## src/rtl/cpu_pkg.sv

```systemverilog
// Shared CPU constants: datapath widths, ALU control encodings, register zero.
package cpu_pkg;

  localparam int N_DATA = 32;
  localparam int N_REG  = 5;
  localparam int N_CTRL = 4;

  localparam logic [N_REG-1:0] REG_ZERO = '0;

  // Low two bits select the logical sub-unit operation.
  typedef enum logic [N_CTRL-1:0] {
    ALU_AND = 4'b0000,
    ALU_OR  = 4'b0001,
    ALU_XOR = 4'b0010,
    ALU_NOR = 4'b0011,
    ALU_ADD = 4'b0100,
    ALU_SUB = 4'b0101,
    ALU_SLT = 4'b0110,
    ALU_SLL = 4'b1000,
    ALU_SRL = 4'b1001,
    ALU_SRA = 4'b1010
  } alu_ctrl_e;

endpackage

```

## src/rtl/fwd_mux.sv

```systemverilog
// Per-operand forwarding select: EX/MEM result beats MEM/WB result beats
// the registered value. Register zero is never forwarded.
module fwd_mux
  import cpu_pkg::*;
#(
  parameter int N  = N_DATA,
  parameter int RW = N_REG
) (
  input  logic [RW-1:0] op_addr_i,
  input  logic [N-1:0]  op_data_i,
  input  logic          mem_we_i,
  input  logic [RW-1:0] mem_addr_i,
  input  logic [N-1:0]  mem_data_i,
  input  logic          wb_we_i,
  input  logic [RW-1:0] wb_addr_i,
  input  logic [N-1:0]  wb_data_i,
  output logic [N-1:0]  data_o
);

  logic nonzero;
  logic mem_hit;
  logic wb_hit;

  assign nonzero = (op_addr_i != '0);
  assign mem_hit = mem_we_i && nonzero && (mem_addr_i == op_addr_i);
  assign wb_hit  = wb_we_i  && nonzero && (wb_addr_i  == op_addr_i);

  // Priority select of the freshest producer.
  always_comb begin
    data_o = op_data_i;
    if (mem_hit)     data_o = mem_data_i;
    else if (wb_hit) data_o = wb_data_i;
  end

endmodule

```

## src/rtl/alu_operand_stage.sv

```systemverilog
// ID/EX pipeline register with operand forwarding, stall/flush handling
// and load-use hazard detection.
module alu_operand_stage
  import cpu_pkg::*;
#(
  parameter int N  = N_DATA,
  parameter int RW = N_REG,
  parameter int CW = N_CTRL
) (
  input  logic          clk,
  input  logic          reset,
  input  logic          id_valid,
  input  logic [RW-1:0] id_rs_addr,
  input  logic [RW-1:0] id_rt_addr,
  input  logic [N-1:0]  id_rs_data,
  input  logic [N-1:0]  id_rt_data,
  input  logic [N-1:0]  id_imm,
  input  logic          id_use_imm,
  input  logic [CW-1:0] id_alu_ctrl,
  input  logic [RW-1:0] id_dest_addr,
  input  logic          id_reg_write,
  input  logic          id_mem_read,
  input  logic          stall,
  input  logic          flush,
  input  logic          mem_fwd_we,
  input  logic [RW-1:0] mem_fwd_addr,
  input  logic [N-1:0]  mem_fwd_data,
  input  logic          wb_fwd_we,
  input  logic [RW-1:0] wb_fwd_addr,
  input  logic [N-1:0]  wb_fwd_data,
  output logic          ex_valid,
  output logic          ex_reg_write,
  output logic          ex_mem_read,
  output logic [RW-1:0] ex_dest_addr,
  output logic [CW-1:0] ex_alu_ctrl,
  output logic [N-1:0]  ex_A,
  output logic [N-1:0]  ex_B,
  output logic [N-1:0]  ex_store_data,
  output logic          load_use_hazard
);

  logic          valid_q,     valid_d;
  logic          reg_write_q, reg_write_d;
  logic          mem_read_q,  mem_read_d;
  logic [RW-1:0] dest_q,      dest_d;
  logic [CW-1:0] ctrl_q,      ctrl_d;
  logic [RW-1:0] rs_addr_q,   rs_addr_d;
  logic [RW-1:0] rt_addr_q,   rt_addr_d;
  logic [N-1:0]  rs_data_q,   rs_data_d;
  logic [N-1:0]  rt_data_q,   rt_data_d;
  logic [N-1:0]  imm_q,       imm_d;
  logic          use_imm_q,   use_imm_d;

  logic [N-1:0]  rs_fwd;
  logic [N-1:0]  rt_fwd;

  // Next-state: flush makes a bubble, capture when free, otherwise hold
  // while absorbing a WB result aimed at a held source register.
  always_comb begin
    valid_d     = valid_q;
    reg_write_d = reg_write_q;
    mem_read_d  = mem_read_q;
    dest_d      = dest_q;
    ctrl_d      = ctrl_q;
    rs_addr_d   = rs_addr_q;
    rt_addr_d   = rt_addr_q;
    rs_data_d   = rs_data_q;
    rt_data_d   = rt_data_q;
    imm_d       = imm_q;
    use_imm_d   = use_imm_q;
    if (flush) begin
      valid_d     = 1'b0;
      reg_write_d = 1'b0;
      mem_read_d  = 1'b0;
    end else if (!stall) begin
      valid_d     = id_valid;
      reg_write_d = id_reg_write;
      mem_read_d  = id_mem_read;
      dest_d      = id_dest_addr;
      ctrl_d      = id_alu_ctrl;
      rs_addr_d   = id_rs_addr;
      rt_addr_d   = id_rt_addr;
      rs_data_d   = id_rs_data;
      rt_data_d   = id_rt_data;
      imm_d       = id_imm;
      use_imm_d   = id_use_imm;
    end else if (wb_fwd_we && (wb_fwd_addr != REG_ZERO)) begin
      // The WB producer retires during the stall; keep its value.
      if (wb_fwd_addr == rs_addr_q) rs_data_d = wb_fwd_data;
      if (wb_fwd_addr == rt_addr_q) rt_data_d = wb_fwd_data;
    end
  end

  // Stage register with synchronous reset.
  always_ff @(posedge clk) begin
    if (reset) begin
      valid_q     <= 1'b0;
      reg_write_q <= 1'b0;
      mem_read_q  <= 1'b0;
      dest_q      <= '0;
      ctrl_q      <= '0;
      rs_addr_q   <= '0;
      rt_addr_q   <= '0;
      rs_data_q   <= '0;
      rt_data_q   <= '0;
      imm_q       <= '0;
      use_imm_q   <= 1'b0;
    end else begin
      valid_q     <= valid_d;
      reg_write_q <= reg_write_d;
      mem_read_q  <= mem_read_d;
      dest_q      <= dest_d;
      ctrl_q      <= ctrl_d;
      rs_addr_q   <= rs_addr_d;
      rt_addr_q   <= rt_addr_d;
      rs_data_q   <= rs_data_d;
      rt_data_q   <= rt_data_d;
      imm_q       <= imm_d;
      use_imm_q   <= use_imm_d;
    end
  end

  fwd_mux #(.N(N), .RW(RW)) u_fwd_rs (
    .op_addr_i  (rs_addr_q),
    .op_data_i  (rs_data_q),
    .mem_we_i   (mem_fwd_we),
    .mem_addr_i (mem_fwd_addr),
    .mem_data_i (mem_fwd_data),
    .wb_we_i    (wb_fwd_we),
    .wb_addr_i  (wb_fwd_addr),
    .wb_data_i  (wb_fwd_data),
    .data_o     (rs_fwd)
  );

  fwd_mux #(.N(N), .RW(RW)) u_fwd_rt (
    .op_addr_i  (rt_addr_q),
    .op_data_i  (rt_data_q),
    .mem_we_i   (mem_fwd_we),
    .mem_addr_i (mem_fwd_addr),
    .mem_data_i (mem_fwd_data),
    .wb_we_i    (wb_fwd_we),
    .wb_addr_i  (wb_fwd_addr),
    .wb_data_i  (wb_fwd_data),
    .data_o     (rt_fwd)
  );

  assign ex_valid      = valid_q;
  assign ex_reg_write  = reg_write_q;
  assign ex_mem_read   = mem_read_q;
  assign ex_dest_addr  = dest_q;
  assign ex_alu_ctrl   = ctrl_q;
  assign ex_A          = rs_fwd;
  assign ex_B          = use_imm_q ? imm_q : rt_fwd;
  assign ex_store_data = rt_fwd;

  // A load in EX feeding an ID source that actually reads the register.
  assign load_use_hazard = valid_q && mem_read_q && (dest_q != REG_ZERO) && id_valid &&
                           ((dest_q == id_rs_addr) || (!id_use_imm && (dest_q == id_rt_addr)));

endmodule

```

## config.mk

```make
export PLATFORM = sky130hd
export DESIGN_NAME = alu_operand_stage
export DESIGN_NICKNAME = d
export VERILOG_FILES = /design/src/rtl/cpu_pkg.sv /design/src/rtl/fwd_mux.sv /design/src/rtl/alu_operand_stage.sv
export SDC_FILE = /design/constraint.sdc
export NUM_CORES = 1
export LEC_CHECK = 0
export ABC_AREA = 0
export CAP_MARGIN = 20
export CELL_PAD_IN_SITES_DETAIL_PLACEMENT = 2
export CELL_PAD_IN_SITES_GLOBAL_PLACEMENT = 2
export CORE_MARGIN = 2
export CORE_UTILIZATION = 25
export DETAILED_ROUTE_END_ITERATION = 12
export GPL_ROUTABILITY_DRIVEN = 0
export GPL_TIMING_DRIVEN = 0
export HOLD_SLACK_MARGIN = 0.1
export MAX_ROUTING_LAYER = met4
export PLACE_DENSITY_LB_ADDON = 0.15
export SYNTH_ARGS = -nofsm -noshare
export SYNTH_HDL_FRONTEND = slang
export SYNTH_SLANG_ARGS = --single-unit
```

## constraint.sdc

```tcl
create_clock -name clk -period 5.9 [get_ports clk]
set_clock_uncertainty 0.15 [all_clocks]
set_input_delay 0.885 -clock clk [delete_from_list [all_inputs] [get_ports clk]]
set_output_delay 0.885 -clock clk [all_outputs]
set_load 0.005 [all_outputs]
```

# Word-level counts from Yosys, hierarchy flattened
# Cells that the tools add are included.
dict set report totals {
  input_bits 199
  out_inout_bits 109
  elab_cells 57
  ff_bits 119
}
dict set report op_classes {
  eq_ne 9
  reduce_logical 24
  n_mux 11
  n_bitwise 2
}
# operator count
set op_table {}
lappend op_table {{32-bit 2-to-1 mux} 11}
lappend op_table {{5-bit == test} 6}
lappend op_table {{5-bit nonzero test} 4}
lappend op_table {{1-bit logical AND} 14}
lappend op_table {{2-bit by 1-bit != test with 1-bit output (second input constant)} 3}
lappend op_table {{3-bit AND reduction} 2}
lappend op_table {{1-bit NOT} 2}
lappend op_table {{2-bit AND reduction} 1}
lappend op_table {{2-bit OR reduction} 1}
lappend op_table {{1-bit zero test} 1}
lappend op_table {{1-bit logical OR} 1}

# Depth between registers and ports, before layout
# Gate-level depths: netlist of run 1.
dict set report logic_depth {
  depth_word 6
  depth_mapped 8
  ltp_nobuf 5
}

# Cells and area by module
# From an unflattened synthesis of run 1, not the netlist that was laid out.
dict set report hier_totals {
  hier_cells 941
  area_unflattened_um2 7848.8
}
# module instances area_each_um2 cells_each seq_area_each_um2
set modules_own_cells {}
lappend modules_own_cells {alu_operand_stage 1 5952.0 603 2382.3}
lappend modules_own_cells {fwd_mux 2 948.4 169 0.0}

# Least setup slack after synthesis of run 1
# OpenSTA, ideal clock, no wires.
dict set report synth_path {
  path_type {input port to output port}
  from {input port wb_fwd_addr[4]}
  to {output port ex_B[10]}
  t_arrival_ns 2.226
  path_slack_ns 2.639
  cell_stages 7
  n_path_buf 2
  t_required_ns 4.865
  path_cell_list {xor2_1 nor4_4 and3_1 buf_2 buf_4 a211oi_1 o31ai_1}
}
dict set report synth_via {
  elab_chain_len 5
}
# item line_no
set synth_lines {}
lappend synth_lines {{from (decl)} alu_operand_stage.sv:29} ;# input logic [RW-1:0] wb_fwd_addr,
lappend synth_lines {{5-bit == test} fwd_mux.sv:26} ;# assign wb_hit = wb_we_i && nonzero && (wb_addr_i == op_addr_i);
lappend synth_lines {{1-bit logical AND} fwd_mux.sv:26}
lappend synth_lines {{32-bit 2-to-1 mux} fwd_mux.sv:32} ;# else if (wb_hit) data_o = wb_data_i;
lappend synth_lines {{32-bit 2-to-1 mux} fwd_mux.sv:31} ;# if (mem_hit) data_o = mem_data_i;
lappend synth_lines {{32-bit 2-to-1 mux} alu_operand_stage.sv:153} ;# assign ex_B = use_imm_q ? imm_q : rt_fwd;
lappend synth_lines {{to (decl)} alu_operand_stage.sv:37} ;# output logic [N-1:0] ex_B,
# No other way between the ends.

# Worst setup path after layout of run 1
dict set report layout_path {
  from {input port mem_fwd_addr[3]}
  to {output port ex_A[1]}
}
dict set report layout_via {
  elab_chain_len 3
}
# item line_no
set layout_lines {}
lappend layout_lines {{from (decl)} alu_operand_stage.sv:26} ;# input logic [RW-1:0] mem_fwd_addr,
lappend layout_lines {{5-bit == test} fwd_mux.sv:25} ;# assign mem_hit = mem_we_i && nonzero && (mem_addr_i == op_addr_i);
lappend layout_lines {{1-bit logical AND} fwd_mux.sv:25}
lappend layout_lines {{32-bit 2-to-1 mux} fwd_mux.sv:31}
lappend layout_lines {{to (decl)} alu_operand_stage.sv:36} ;# output logic [N-1:0] ex_A,
# No other way between the ends.

==> flow_results.xml, run 1 <==
<?xml version="1.0" encoding="UTF-8"?>
<metrics>
  <group name="floorplan">
    <metric name="ioPinCount" unit="">308</metric>
    <metric name="fp.dieH" unit="um">174</metric>
    <metric name="initial_standard_cell_utilization_of_the_core" unit="%">25.3</metric>
    <metric name="row_count" unit="">62</metric>
    <metric name="die-width" unit="um">174</metric>
    <metric name="design.core.area" unit="um2">28600</metric>
    <metric name="fp.dieArea" unit="um2">30400</metric>
  </group>
  <group name="drt">
    <metric name="dr.pass1.iters" unit="">4</metric>
    <metric name="drc" unit="">0</metric>
    <metric name="detail-route-antenna-nets" unit="">0</metric>
    <metric name="route.detailed.wl_per_inst" unit="um">22.0</metric>
    <metric name="first_iter_violations" unit="">259</metric>
    <metric name="vias_per_cell" unit="">4.95</metric>
    <metric name="drt_wl_total" unit="um">36500</metric>
    <metric name="detailroute.via_count" unit="">8199</metric>
  </group>
  <group name="grt">
    <metric name="first_global_vias" unit="">9150</metric>
    <metric name="grtUsageTotal" unit="%">24.8</metric>
    <metric name="antenna_found_initial" unit="">2</metric>
    <metric name="largest_net_degree_at_the_start_of_global_routing" unit="">17</metric>
    <metric name="globalRoute.totalOverflow" unit="">0</metric>
    <metric name="grt_first_pass_wirelength" unit="um">55500</metric>
  </group>
  <group name="synth">
    <metric name="synthFlopType" unit="">sky130_fd_sc_hd__dfxtp_1</metric>
    <metric name="synthesis.yosys.warnings" unit="">0</metric>
    <metric name="synth_seq_cells" unit="">119</metric>
    <metric name="syn_inst" unit="">936</metric>
    <metric name="post_synth.cell_area_avg" unit="um2">7.74</metric>
    <metric name="synth_fp_nets" unit="">1135</metric>
    <metric name="seq_area_frac_synth" unit="%">32.9</metric>
    <metric name="edff_count_synth" unit="">0</metric>
    <metric name="synthesis.area" unit="um2">7250</metric>
    <metric name="synth-async-reset-ratio" unit="%">0</metric>
    <metric name="synth_cell_types" unit="">33</metric>
  </group>
  <group name="cts">
    <metric name="ctsHtreeMaxLevel" unit="">4</metric>
    <metric name="cts_inserted_buffers" unit="">17</metric>
    <metric name="postCtsResizedCells" unit="">0</metric>
    <metric name="cts_setup_buffers" unit="">0</metric>
    <metric name="clk_pin_slew" unit="ns">0.06</metric>
    <metric name="clk_sink_count" unit="">119</metric>
    <metric name="clock_tree.root_cell" unit="">sky130_fd_sc_hd__clkbuf_16</metric>
    <metric name="tritoncts" unit="">done</metric>
    <metric name="post_cts_hold_buffer_count" unit="">0</metric>
    <metric name="clk-insertion-delay-late" unit="ns">0.43</metric>
    <metric name="clockBufferDepth" unit="">2</metric>
  </group>
  <group name="final_layout">
    <metric name="num-nets-final" unit="">1458</metric>
    <metric name="area_added_between_synthesis_and_finish" unit="%">56.9</metric>
    <metric name="instances_no_fill" unit="">1658</metric>
    <metric name="fraction_of_final_layout_cells_with_drive_strength_greater_than_1" unit="%">7.23</metric>
    <metric name="finalInstanceArea" unit="um2">11400</metric>
    <metric name="final.fill_count" unit="">3249</metric>
  </group>
  <group name="run_status">
    <metric name="run_status" unit="">finished clean</metric>
  </group>
  <group name="power">
    <metric name="power" unit="mW">2.57</metric>
    <metric name="clock_power_share" unit="%">41.2</metric>
    <metric name="power.leakage" unit="nW">4.05</metric>
    <metric name="p_seq_share" unit="%">34.4</metric>
    <metric name="ir_drop" unit="mV">0.148</metric>
    <metric name="total_switching_power" unit="uW">763</metric>
    <metric name="internal_power_component" unit="mW">1.81</metric>
    <metric name="power_frac_comb" unit="%">24.3</metric>
    <metric name="switching_share" unit="%">29.7</metric>
    <metric name="power-per-cell-area" unit="nW/um2">226</metric>
  </group>
  <group name="sta">
    <metric name="hold_violations" unit="">0</metric>
    <metric name="max_slew.worst_pin.slew" unit="ns">0.947</metric>
    <metric name="finalHoldWorstSlack" unit="ns">0.305</metric>
    <metric name="drv_slew" unit="">0</metric>
    <metric name="maxSlewHeadroom" unit="%">36.8</metric>
    <metric name="timing.final.setup_violations" unit="">0</metric>
    <metric name="layout_worst_path_cycle_share" unit="%">82.9</metric>
    <metric name="totalNegativeSetupSlack" unit="ns">0</metric>
    <metric name="post-route-min-period" unit="ns">4.89</metric>
    <metric name="rsz_0062_raised_after_global_routing" unit="">false</metric>
    <metric name="fmax" unit="MHz">204</metric>
  </group>
  <group name="worst_setup_path">
    <metric name="reg2regPathDepth" unit="">5</metric>
    <metric name="worstSetupStartpointType" unit="">input pin</metric>
    <metric name="worst_case_register_to_register_setup_slack" unit="ns">3.43</metric>
    <metric name="worst-path-max-fanout" unit="">10</metric>
    <metric name="worst-endpoint-required" unit="ns">4.87</metric>
    <metric name="cp-end-kind" unit="">primary output</metric>
    <metric name="timing.rr.start" unit="">rs_addr_q[4]</metric>
    <metric name="r2r-end" unit="">rs_data_q[28]</metric>
    <metric name="critPathKind" unit="">in -&gt; out</metric>
    <metric name="worst-endpoint-arrival" unit="ns">3.86</metric>
  </group>
  <group name="worst_hold_path">
    <metric name="min-delay-start" unit="">imm_q[30]</metric>
    <metric name="hold_path.class" unit="">reg -&gt; reg</metric>
    <metric name="worstHoldEndpoint" unit="">imm_q[30]</metric>
    <metric name="hold-path-cell-count" unit="">2</metric>
  </group>
  <group name="place">
    <metric name="placed_cell_areas" unit="um2">10800</metric>
    <metric name="placement.io_buffers" unit="">304</metric>
    <metric name="numPlacedInstances" unit="">1624</metric>
    <metric name="placed_wire_length_estimate_after_detailed_placement" unit="um">28200</metric>
  </group>
  <group name="run">
    <metric name="drv_cap" unit="">0</metric>
  </group>
</metrics>
## metal layers
layer | vias to the layer above | GRT usage (%) | part of all wire (%)
met2 | 208 | 42.1 | 49
li1 | 3926 | - | -
met3 | 29 | 4.09 | 4.0
met4 | 0 | 5.64 | 1.6
met1 | 4036 | 30.9 | 45
met5 | - | - | 0
## registers in the layout, indices dropped and copies added, names as in the netlist
| name | flops |
|---|---|
| rt_addr_q | 5 |
| ex_valid | 1 |
| rs_data_q | 32 |
| rt_data_q | 32 |
| ex_mem_read | 1 |
| use_imm_q | 1 |
| ex_reg_write | 1 |
| imm_q | 32 |
| rs_addr_q | 5 |
| ex_dest_addr | 5 |
| ex_alu_ctrl | 4 |
## critical path, cell delays in order
cell                              delay (ns)
sky130_fd_sc_hd__clkdlybuf4s50_1        0.56
sky130_fd_sc_hd__xnor2_1                0.14
sky130_fd_sc_hd__nand4_1                0.17
sky130_fd_sc_hd__nor4_4                 0.67
sky130_fd_sc_hd__clkbuf_1               0.62
sky130_fd_sc_hd__nand2_1                0.11
sky130_fd_sc_hd__o21ai_0                0.13
sky130_fd_sc_hd__clkdlybuf4s50_1        0.56
## kinds of logic after synthesis
kind of cell           count (synthesis)  share of synthesized area [%]
flip-flops                           119                           32.9
AND/OR/NAND/NOR                      324                           17.8
buffers and inverters                115                           7.37
multiplexers                          99                           13.7
XOR/XNOR                              30                           3.63
AO/OA/AOI/OAI                        249                           24.6
## layout make-up
type | instances | area [um2] | area share (%)
Inverter | 32 | 120 | 1.06
Timing Repair Buffer | 304 | 3040 | 26.8
Buffer | 83 | 414 | 3.64
Clock inverter | 14 | 151 | 1.33
Sequential cell | 119 | 2380 | 21.0
Clock buffer | 18 | 429 | 3.78
Multi-Input combinational cell | 702 | 4340 | 38.2
Antenna cell | 2 | 5.00 | 0.0440
Tap cell | 384 | 480 | 4.23
## placed cells by master, fill, tap and decap left out, types with 4 or more instances in the layout
cell                              synthesis  layout
sky130_fd_sc_hd__nand2_1                170     170
sky130_fd_sc_hd__o31ai_1                 32      32
sky130_fd_sc_hd__nand4_1                  4       4
sky130_fd_sc_hd__buf_2                   10      10
sky130_fd_sc_hd__xor2_1                  14      14
sky130_fd_sc_hd__nor2_1                 133     132
sky130_fd_sc_hd__buf_4                   10      10
sky130_fd_sc_hd__clkdlybuf4s50_1          0     304
sky130_fd_sc_hd__nor3_1                   6       6
sky130_fd_sc_hd__inv_1                   32      32
sky130_fd_sc_hd__a31oi_1                 33      33
sky130_fd_sc_hd__clkbuf_1                52      53
sky130_fd_sc_hd__a211oi_1                68      68
sky130_fd_sc_hd__o21ai_0                 32      32
sky130_fd_sc_hd__xnor2_1                 16      16
sky130_fd_sc_hd__dfxtp_1                119     119
sky130_fd_sc_hd__mux2i_1                 99      99
sky130_fd_sc_hd__clkinvlp_4               0       5
sky130_fd_sc_hd__buf_6                    7       7
sky130_fd_sc_hd__a211oi_2                28      28
sky130_fd_sc_hd__clkbuf_16                0      17
sky130_fd_sc_hd__buf_1                    4       4
sky130_fd_sc_hd__a21oi_1                 52      52
## synthesized netlist by cell type, drive strengths merged, types with 14 or more instances
cell type,count,area (um2)
mux2i,99,991
clkbuf,52,195
nor2,133,499
xnor2,16,140
a31oi,33,206
o21ai,32,160
buf,31,219
o31ai,32,240
inv,32,120
dfxtp,119,2380
a211oi,96,861
xor2,14,123
a21oi,52,260
nand2,170,638
## power by group through the flow
stage,logic (mW),clock network [mW],registers (mW)
5_1_grt,0.680,1.12,0.891
4_1_cts,0.635,1.08,0.885
3_3_place_gp,0.615,0,0.899
3_5_place_dp,0.629,0,0.902
2_1_floorplan,0.265,0,0.892
6_report,0.626,1.06,0.885
## worst max path at each step
stage                                from  endpoint  slack [ns]
after detailed placement  mem_fwd_addr[3]   ex_A[0]        0.97
final                     mem_fwd_addr[3]   ex_A[1]        1.01
after CTS                 mem_fwd_addr[3]   ex_A[0]        0.94
after global routing      mem_fwd_addr[4]   ex_A[0]        0.77
after global placement    mem_fwd_addr[3]  ex_A[22]        0.60
after floorplan            wb_fwd_addr[4]  ex_B[10]        2.64
## through the flow
| stage | setup slack (ns) | utilization [%] |
|---|---|---|
| detailed placement | 0.969 | 37.7 |
| floorplan | 2.64 | - |
| finish | 1.01 | 39.7 |
| CTS | 0.939 | 39.7 |
| global route | 0.774 | 39.7 |
| global placement | 0.601 | 37.6 |
Power figures use the tool's default switching activity.
==> run 2: changes to the inputs <==
- CORE_UTILIZATION: 25 -> 23
- clock period: 5.9 -> 4.6 ns (I/O delays scaled with it)
==> flow_results.xml, run 2 (synthesis gave the netlist of run 1 again) <==
<?xml version="1.0" encoding="UTF-8"?>
<metrics>
  <group name="cts">
    <metric name="clk-insertion-delay-late" unit="ns">0.42</metric>
    <metric name="clk_pin_slew" unit="ns">0.06</metric>
    <metric name="clockBufferDepth" unit="">2</metric>
    <metric name="tritoncts" unit="">done</metric>
    <metric name="cts_inserted_buffers" unit="">17</metric>
    <metric name="ctsHtreeMaxLevel" unit="">4</metric>
    <metric name="clock_tree.root_cell" unit="">sky130_fd_sc_hd__clkbuf_16</metric>
    <metric name="clk_sink_count" unit="">119</metric>
    <metric name="post_cts_hold_buffer_count" unit="">0</metric>
  </group>
  <group name="place">
    <metric name="placement.io_buffers" unit="">304</metric>
    <metric name="placed_cell_areas" unit="um2">10800</metric>
    <metric name="placed_wire_length_estimate_after_detailed_placement" unit="um">28800</metric>
    <metric name="place_worst_setup_slack" unit="ns">0.123</metric>
  </group>
  <group name="power">
    <metric name="ir_drop" unit="mV">0.223</metric>
    <metric name="p_seq_share" unit="%">33.4</metric>
    <metric name="power-per-cell-area" unit="nW/um2">297</metric>
    <metric name="power" unit="mW">3.40</metric>
    <metric name="power_frac_comb" unit="%">23.7</metric>
    <metric name="switching_share" unit="%">29.3</metric>
    <metric name="clock_power_share" unit="%">42.9</metric>
    <metric name="total_switching_power" unit="uW">997</metric>
    <metric name="power.leakage" unit="nW">4.13</metric>
    <metric name="internal_power_component" unit="mW">2.40</metric>
  </group>
  <group name="drt">
    <metric name="detail-route-antenna-nets" unit="">0</metric>
    <metric name="first_iter_violations" unit="">308</metric>
    <metric name="dr.pass1.iters" unit="">4</metric>
    <metric name="route.detailed.wl_per_inst" unit="um">22.3</metric>
    <metric name="vias_per_cell" unit="">4.94</metric>
    <metric name="detailroute.via_count" unit="">8253</metric>
    <metric name="drt_wl_total" unit="um">37300</metric>
    <metric name="drc" unit="">0</metric>
  </group>
  <group name="sta">
    <metric name="drv_slew" unit="">0</metric>
    <metric name="layout_worst_path_cycle_share" unit="%">95.7</metric>
    <metric name="post-route-min-period" unit="ns">4.40</metric>
    <metric name="rsz_0062_raised_after_global_routing" unit="">false</metric>
    <metric name="finalHoldWorstSlack" unit="ns">0.307</metric>
    <metric name="maxSlewHeadroom" unit="%">33.6</metric>
    <metric name="max_slew.worst_pin.slew" unit="ns">0.996</metric>
    <metric name="fmax" unit="MHz">227</metric>
    <metric name="hold_violations" unit="">0</metric>
    <metric name="post-route-worst-setup-slack" unit="ns">0.198</metric>
    <metric name="timing.final.setup_violations" unit="">0</metric>
  </group>
  <group name="final_layout">
    <metric name="multi_input_comb_area" unit="um2">4330</metric>
    <metric name="largest_registers" unit="">imm_q x32, rs_data_q x32, rt_data_q x32</metric>
    <metric name="finalInstanceArea" unit="um2">11400</metric>
    <metric name="final.fill_count" unit="">3499</metric>
    <metric name="most_common_cell_after_layout_fill_and_taps_aside" unit="">sky130_fd_sc_hd__clkdlybuf4s50_1</metric>
    <metric name="seqCellArea" unit="um2">2380</metric>
    <metric name="area_added_between_synthesis_and_finish" unit="%">58.0</metric>
    <metric name="finalCoreUtilization" unit="%">37.1</metric>
    <metric name="num-nets-final" unit="">1461</metric>
    <metric name="highest_count_cells_in_the_layout_ignoring_fill_and_taps" unit="">sky130_fd_sc_hd__clkdlybuf4s50_1 (304), sky130_fd_sc_hd__nand2_1 (170), sky130_fd_sc_hd__nor2_1 (133), sky130_fd_sc_hd__dfxtp_1 (119), sky130_fd_sc_hd__mux2i_1 (99)</metric>
    <metric name="fraction_of_final_layout_cells_with_drive_strength_greater_than_1" unit="%">8.16</metric>
  </group>
  <group name="floorplan">
    <metric name="initial_standard_cell_utilization_of_the_core" unit="%">23.5</metric>
    <metric name="fp.dieH" unit="um">181</metric>
    <metric name="die-width" unit="um">181</metric>
    <metric name="row_count" unit="">64</metric>
    <metric name="design.core.area" unit="um2">30800</metric>
    <metric name="fp.dieArea" unit="um2">32900</metric>
    <metric name="ioPinCount" unit="">308</metric>
  </group>
  <group name="worst_setup_path">
    <metric name="worst_setup_path_startpoint" unit="">wb_fwd_addr[0]</metric>
    <metric name="path_depth" unit="">8</metric>
    <metric name="critical_path_max_stage_delay" unit="ns">0.61</metric>
    <metric name="reg2regPathDepth" unit="">5</metric>
    <metric name="worst-path-max-fanout" unit="">10</metric>
    <metric name="cpMostUsedCell" unit="">sky130_fd_sc_hd__clkdlybuf4s50_1</metric>
    <metric name="crit_path_top_delay_cell" unit="">sky130_fd_sc_hd__clkdlybuf4s50_1</metric>
    <metric name="worstSetupStartpointType" unit="">input pin</metric>
    <metric name="worstPathCellList" unit="">clkdlybuf4s50_1 -&gt; xnor2_1 -&gt; nand4_1 -&gt; nor3_2 -&gt; buf_4 -&gt; mux2i_1 -&gt; o21ai_0 -&gt; clkdlybuf4s50_1</metric>
    <metric name="critical_path.n_buffers_inverters" unit="">3</metric>
    <metric name="worst-endpoint-arrival" unit="ns">3.56</metric>
    <metric name="cp-end-kind" unit="">primary output</metric>
    <metric name="critPathKind" unit="">in -&gt; out</metric>
    <metric name="timing.rr.start" unit="">rs_addr_q[0]</metric>
    <metric name="cpLargestDelayFamily" unit="">buffers and inverters</metric>
    <metric name="worst-endpoint-required" unit="ns">3.76</metric>
  </group>
  <group name="grt">
    <metric name="grtUsageTotal" unit="%">23.3</metric>
    <metric name="globalRoute.totalOverflow" unit="">0</metric>
    <metric name="antenna_found_initial" unit="">1</metric>
    <metric name="largest_net_degree_at_the_start_of_global_routing" unit="">17</metric>
    <metric name="first_global_vias" unit="">9292</metric>
    <metric name="grt_first_pass_wirelength" unit="um">57100</metric>
  </group>
  <group name="worst_hold_path">
    <metric name="hold_path.class" unit="">reg -&gt; reg</metric>
    <metric name="hold-path-cell-count" unit="">2</metric>
    <metric name="min-delay-start" unit="">imm_q[1]</metric>
  </group>
  <group name="run">
    <metric name="drv_cap" unit="">0</metric>
  </group>
  <group name="run_status">
    <metric name="run_status" unit="">finished clean</metric>
  </group>
</metrics>
run 2: changes by cell type in the layout (fill, tap and decap cells not counted), sizes merged:
cell	before	now
bufinv	2	3
clkbuf	70	69
buf	31	35
clkinvlp	5	1
diode	2	1
inv	35	38
run 2: area by class of cell:
class / count / share of cell area [%]
Multi-Input combinational cell: 702 / 37.8
Timing Repair Buffer: 308 / 26.8
Sequential cell: 119 / 20.8
Tap cell: 396 / 4.33
Clock buffer: 18 / 3.84
Buffer: 82 / 3.67
Clock inverter: 14 / 1.62
Inverter: 32 / 1.05
Antenna cell: 1 / 0.0219
run 2: worst paths after layout:
| path | end | slack, ns |
|---|---|---|
| setup / recovery | ex_A[10] | 0.20 |
| hold / removal | imm_q[1] | 0.31 |
| setup reg to reg | rs_data_q[31] | 2.08 |
| hold reg to reg | imm_q[1] | 0.31 |
run 2: per-stage QoR:
stage / instances / TNS [ns]
2_1_floorplan: 936 / 0
3_5_place_dp: 1638 / 0
3_3_place_gp: 1636 / -3.95
6_report: 1672 / 0
4_1_cts: 1670 / 0
5_1_grt: 1672 / 0
run 2: metal layers:
| metal | routed length [um] | GRT usage (%) | share of wire, % | vias to the layer above |
|---|---|---|---|---|
| met5 | 0 | - | 0 | - |
| met4 | 431 | 4.23 | 1.2 | 0 |
| met3 | 1630 | 4.41 | 4.4 | 23 |
| met2 | 18000 | 39.2 | 48 | 218 |
| met1 | 17200 | 29.4 | 46 | 4081 |
| li1 | - | - | - | 3931 |
run 2: power groups by stage:
stage                     sequential, mW  clock (mW)  combinational, mW
after floorplan                     1.14           0              0.340
after global placement              1.15           0              0.792
after detailed placement            1.16           0              0.806
after CTS                           1.13        1.50              0.813
after global routing                1.14        1.55              0.878
final                               1.13        1.46              0.805
run 2: worst reg2reg max path, cell delays in order, from the launching register on:
cell and delay, ns:
sky130_fd_sc_hd__dfxtp_1 0.42, sky130_fd_sc_hd__xnor2_1 0.16, sky130_fd_sc_hd__nand4_1 0.25, sky130_fd_sc_hd__o41ai_4 0.90
sky130_fd_sc_hd__buf_4 0.38, sky130_fd_sc_hd__a211oi_2 0.10
run 2: what timing repair did:
item,4_1_cts,5_1_grt
resized for setup,0,16
buffers inserted,0,2
setup endpoints to repair,0,60
==> run 3: changes to the inputs <==
- ABC_AREA: 0 -> not set
- CAP_MARGIN: 20 -> not set
- clock period: 4.6 -> 4.85 ns (I/O delays scaled with it)
==> flow_results.xml, run 3 (synthesis gave the netlist of run 1 again) <==
<?xml version="1.0" encoding="UTF-8"?>
<metrics>
  <group name="floorplan">
    <metric name="row_count" unit="">64</metric>
    <metric name="initial_standard_cell_utilization_of_the_core" unit="%">23.5</metric>
    <metric name="fp.dieH" unit="um">181</metric>
    <metric name="die-width" unit="um">181</metric>
    <metric name="design.core.area" unit="um2">30800</metric>
    <metric name="fp.dieArea" unit="um2">32900</metric>
    <metric name="ioPinCount" unit="">308</metric>
  </group>
  <group name="drt">
    <metric name="first_iter_violations" unit="">242</metric>
    <metric name="drt_wl_total" unit="um">36900</metric>
    <metric name="drc" unit="">0</metric>
    <metric name="route.detailed.wl_per_inst" unit="um">22.1</metric>
    <metric name="detail-route-antenna-nets" unit="">0</metric>
    <metric name="dr.pass1.iters" unit="">4</metric>
    <metric name="detailroute.via_count" unit="">8191</metric>
    <metric name="vias_per_cell" unit="">4.90</metric>
  </group>
  <group name="final_layout">
    <metric name="most_common_cell_after_layout_fill_and_taps_aside" unit="">sky130_fd_sc_hd__clkdlybuf4s50_1</metric>
    <metric name="area_added_between_synthesis_and_finish" unit="%">57.6</metric>
    <metric name="fraction_of_final_layout_cells_with_drive_strength_greater_than_1" unit="%">7.31</metric>
    <metric name="finalInstanceArea" unit="um2">11400</metric>
    <metric name="num-nets-final" unit="">1458</metric>
    <metric name="highest_count_cells_in_the_layout_ignoring_fill_and_taps" unit="">sky130_fd_sc_hd__clkdlybuf4s50_1 (304), sky130_fd_sc_hd__nand2_1 (170), sky130_fd_sc_hd__nor2_1 (132), sky130_fd_sc_hd__dfxtp_1 (119), sky130_fd_sc_hd__mux2i_1 (99)</metric>
    <metric name="largest_registers" unit="">imm_q x32, rs_data_q x32, rt_data_q x32</metric>
  </group>
  <group name="worst_setup_path">
    <metric name="worstSetupStartpointType" unit="">input pin</metric>
    <metric name="crit_path_top_delay_cell" unit="">sky130_fd_sc_hd__clkdlybuf4s50_1</metric>
    <metric name="critPathKind" unit="">in -&gt; out</metric>
    <metric name="cpLargestDelayFamily" unit="">buffers and inverters</metric>
    <metric name="cp-end-kind" unit="">primary output</metric>
    <metric name="worst_setup_path_startpoint" unit="">mem_fwd_addr[0]</metric>
    <metric name="critical_path_max_stage_delay" unit="ns">0.57</metric>
    <metric name="worstPathCellList" unit="">clkdlybuf4s50_1 -&gt; xor2_1 -&gt; nor4_1 -&gt; and4_1 -&gt; clkbuf_1 -&gt; buf_2 -&gt; a211oi_1 -&gt; o31ai_1 -&gt; clkdlybuf4s50_1</metric>
    <metric name="worst-endpoint-required" unit="ns">3.97</metric>
    <metric name="worst-endpoint-arrival" unit="ns">3.74</metric>
    <metric name="cpMostUsedCell" unit="">sky130_fd_sc_hd__clkdlybuf4s50_1</metric>
    <metric name="timing.rr.start" unit="">rs_addr_q[4]</metric>
    <metric name="worst-path-max-fanout" unit="">10</metric>
    <metric name="critical_path.n_buffers_inverters" unit="">4</metric>
  </group>
  <group name="grt">
    <metric name="first_global_vias" unit="">9140</metric>
    <metric name="grtUsageTotal" unit="%">23.0</metric>
    <metric name="largest_net_degree_at_the_start_of_global_routing" unit="">17</metric>
    <metric name="grt_first_pass_wirelength" unit="um">56100</metric>
    <metric name="antenna_found_initial" unit="">2</metric>
    <metric name="globalRoute.totalOverflow" unit="">0</metric>
  </group>
  <group name="sta">
    <metric name="fmax" unit="MHz">216</metric>
    <metric name="post-route-min-period" unit="ns">4.62</metric>
    <metric name="max_slew.worst_pin.slew" unit="ns">1.01</metric>
    <metric name="drv_slew" unit="">0</metric>
    <metric name="hold_violations" unit="">0</metric>
    <metric name="rsz_0062_raised_after_global_routing" unit="">false</metric>
    <metric name="layout_worst_path_cycle_share" unit="%">95.3</metric>
    <metric name="timing.final.setup_violations" unit="">0</metric>
    <metric name="maxSlewHeadroom" unit="%">32.5</metric>
  </group>
  <group name="power">
    <metric name="ir_drop" unit="mV">0.212</metric>
    <metric name="power-per-cell-area" unit="nW/um2">281</metric>
    <metric name="power" unit="mW">3.21</metric>
    <metric name="power.leakage" unit="nW">4.08</metric>
  </group>
  <group name="run">
    <metric name="drv_cap" unit="">0</metric>
  </group>
  <group name="cts">
    <metric name="clock_tree.root_cell" unit="">sky130_fd_sc_hd__clkbuf_16</metric>
    <metric name="clockBufferDepth" unit="">2</metric>
    <metric name="ctsHtreeMaxLevel" unit="">4</metric>
    <metric name="clk_pin_slew" unit="ns">0.06</metric>
    <metric name="cts_inserted_buffers" unit="">17</metric>
    <metric name="tritoncts" unit="">done</metric>
    <metric name="clk_sink_count" unit="">119</metric>
    <metric name="cts_setup_buffers" unit="">0</metric>
    <metric name="clk-insertion-delay-late" unit="ns">0.43</metric>
  </group>
  <group name="run_status">
    <metric name="run_status" unit="">finished clean</metric>
  </group>
  <group name="worst_hold_path">
    <metric name="hold_path.class" unit="">reg -&gt; reg</metric>
    <metric name="min-delay-start" unit="">ex_alu_ctrl[2]</metric>
  </group>
  <group name="place">
    <metric name="placed_wire_length_estimate_after_detailed_placement" unit="um">28600</metric>
    <metric name="placed_cell_areas" unit="um2">10800</metric>
    <metric name="placement.io_buffers" unit="">304</metric>
  </group>
</metrics>
==> run 3: final timing paths <==
path	to	slack (ns)	cells after the start
worst min register to register	ex_alu_ctrl[2]	0.31	2
worst min-delay path	ex_alu_ctrl[2]	0.31	2
worst max-delay path	ex_B[1]	0.23	9
worst max register to register	rs_data_q[19]	2.31	6
==> run 3: area by class of cell <==
class                      count  area, um2
multi-input combinational    702       4340
buffer                        83        414
timing repair buffer         304       3040
clock inverter                15        190
fill                        3514      19400
sequential                   119       2380
clock buffer                  17        425
tap                          396        495
antenna                        2       5.00
inverter                      32        120
==> run 3: stage by stage <==
step	util, %	std cells	worst slack, ns	TNS [ns]	hold WS (ns)
CTS	37.0	1668	0.271	0	0.310
finish	37.0	1670	0.228	0	0.308
floorplan	-	936	1.90	0	0.286
global route	37.0	1670	0.0454	0	0.330
detailed placement	35.0	1636	-0.0663	-0.558	0.300
global placement	35.0	1636	0.0176	0	0.292
==> run 3: repair_timing <==
item,CTS,global route
resized for setup,1,0
hold buffers,0,0
endpoints found under the setup margin,21,0
==> run 3: power by group <==
part	switching [mW]	leakage, nW	internal, mW
sequential	0.0389	0.978	1.04
clock	0.551	0.299	0.820
combinational	0.357	2.80	0.403
==> run 3: worst min-delay path, cell delays in order, from the launching register on <==
cell                      delay, ns
sky130_fd_sc_hd__dfxtp_1       0.31
sky130_fd_sc_hd__nand2_1       0.05
sky130_fd_sc_hd__a21oi_1       0.05
==> run 3: routing by layer <==
| metal | vias up | wire [um] | GRT usage [%] |
|---|---|---|---|
| met5 | - | 0 | - |
| met4 | 0 | 359 | 3.84 |
| met3 | 21 | 1660 | 4.69 |
| met2 | 204 | 17900 | 38.9 |
| met1 | 4037 | 17000 | 28.7 |
| li1 | 3929 | - | - |
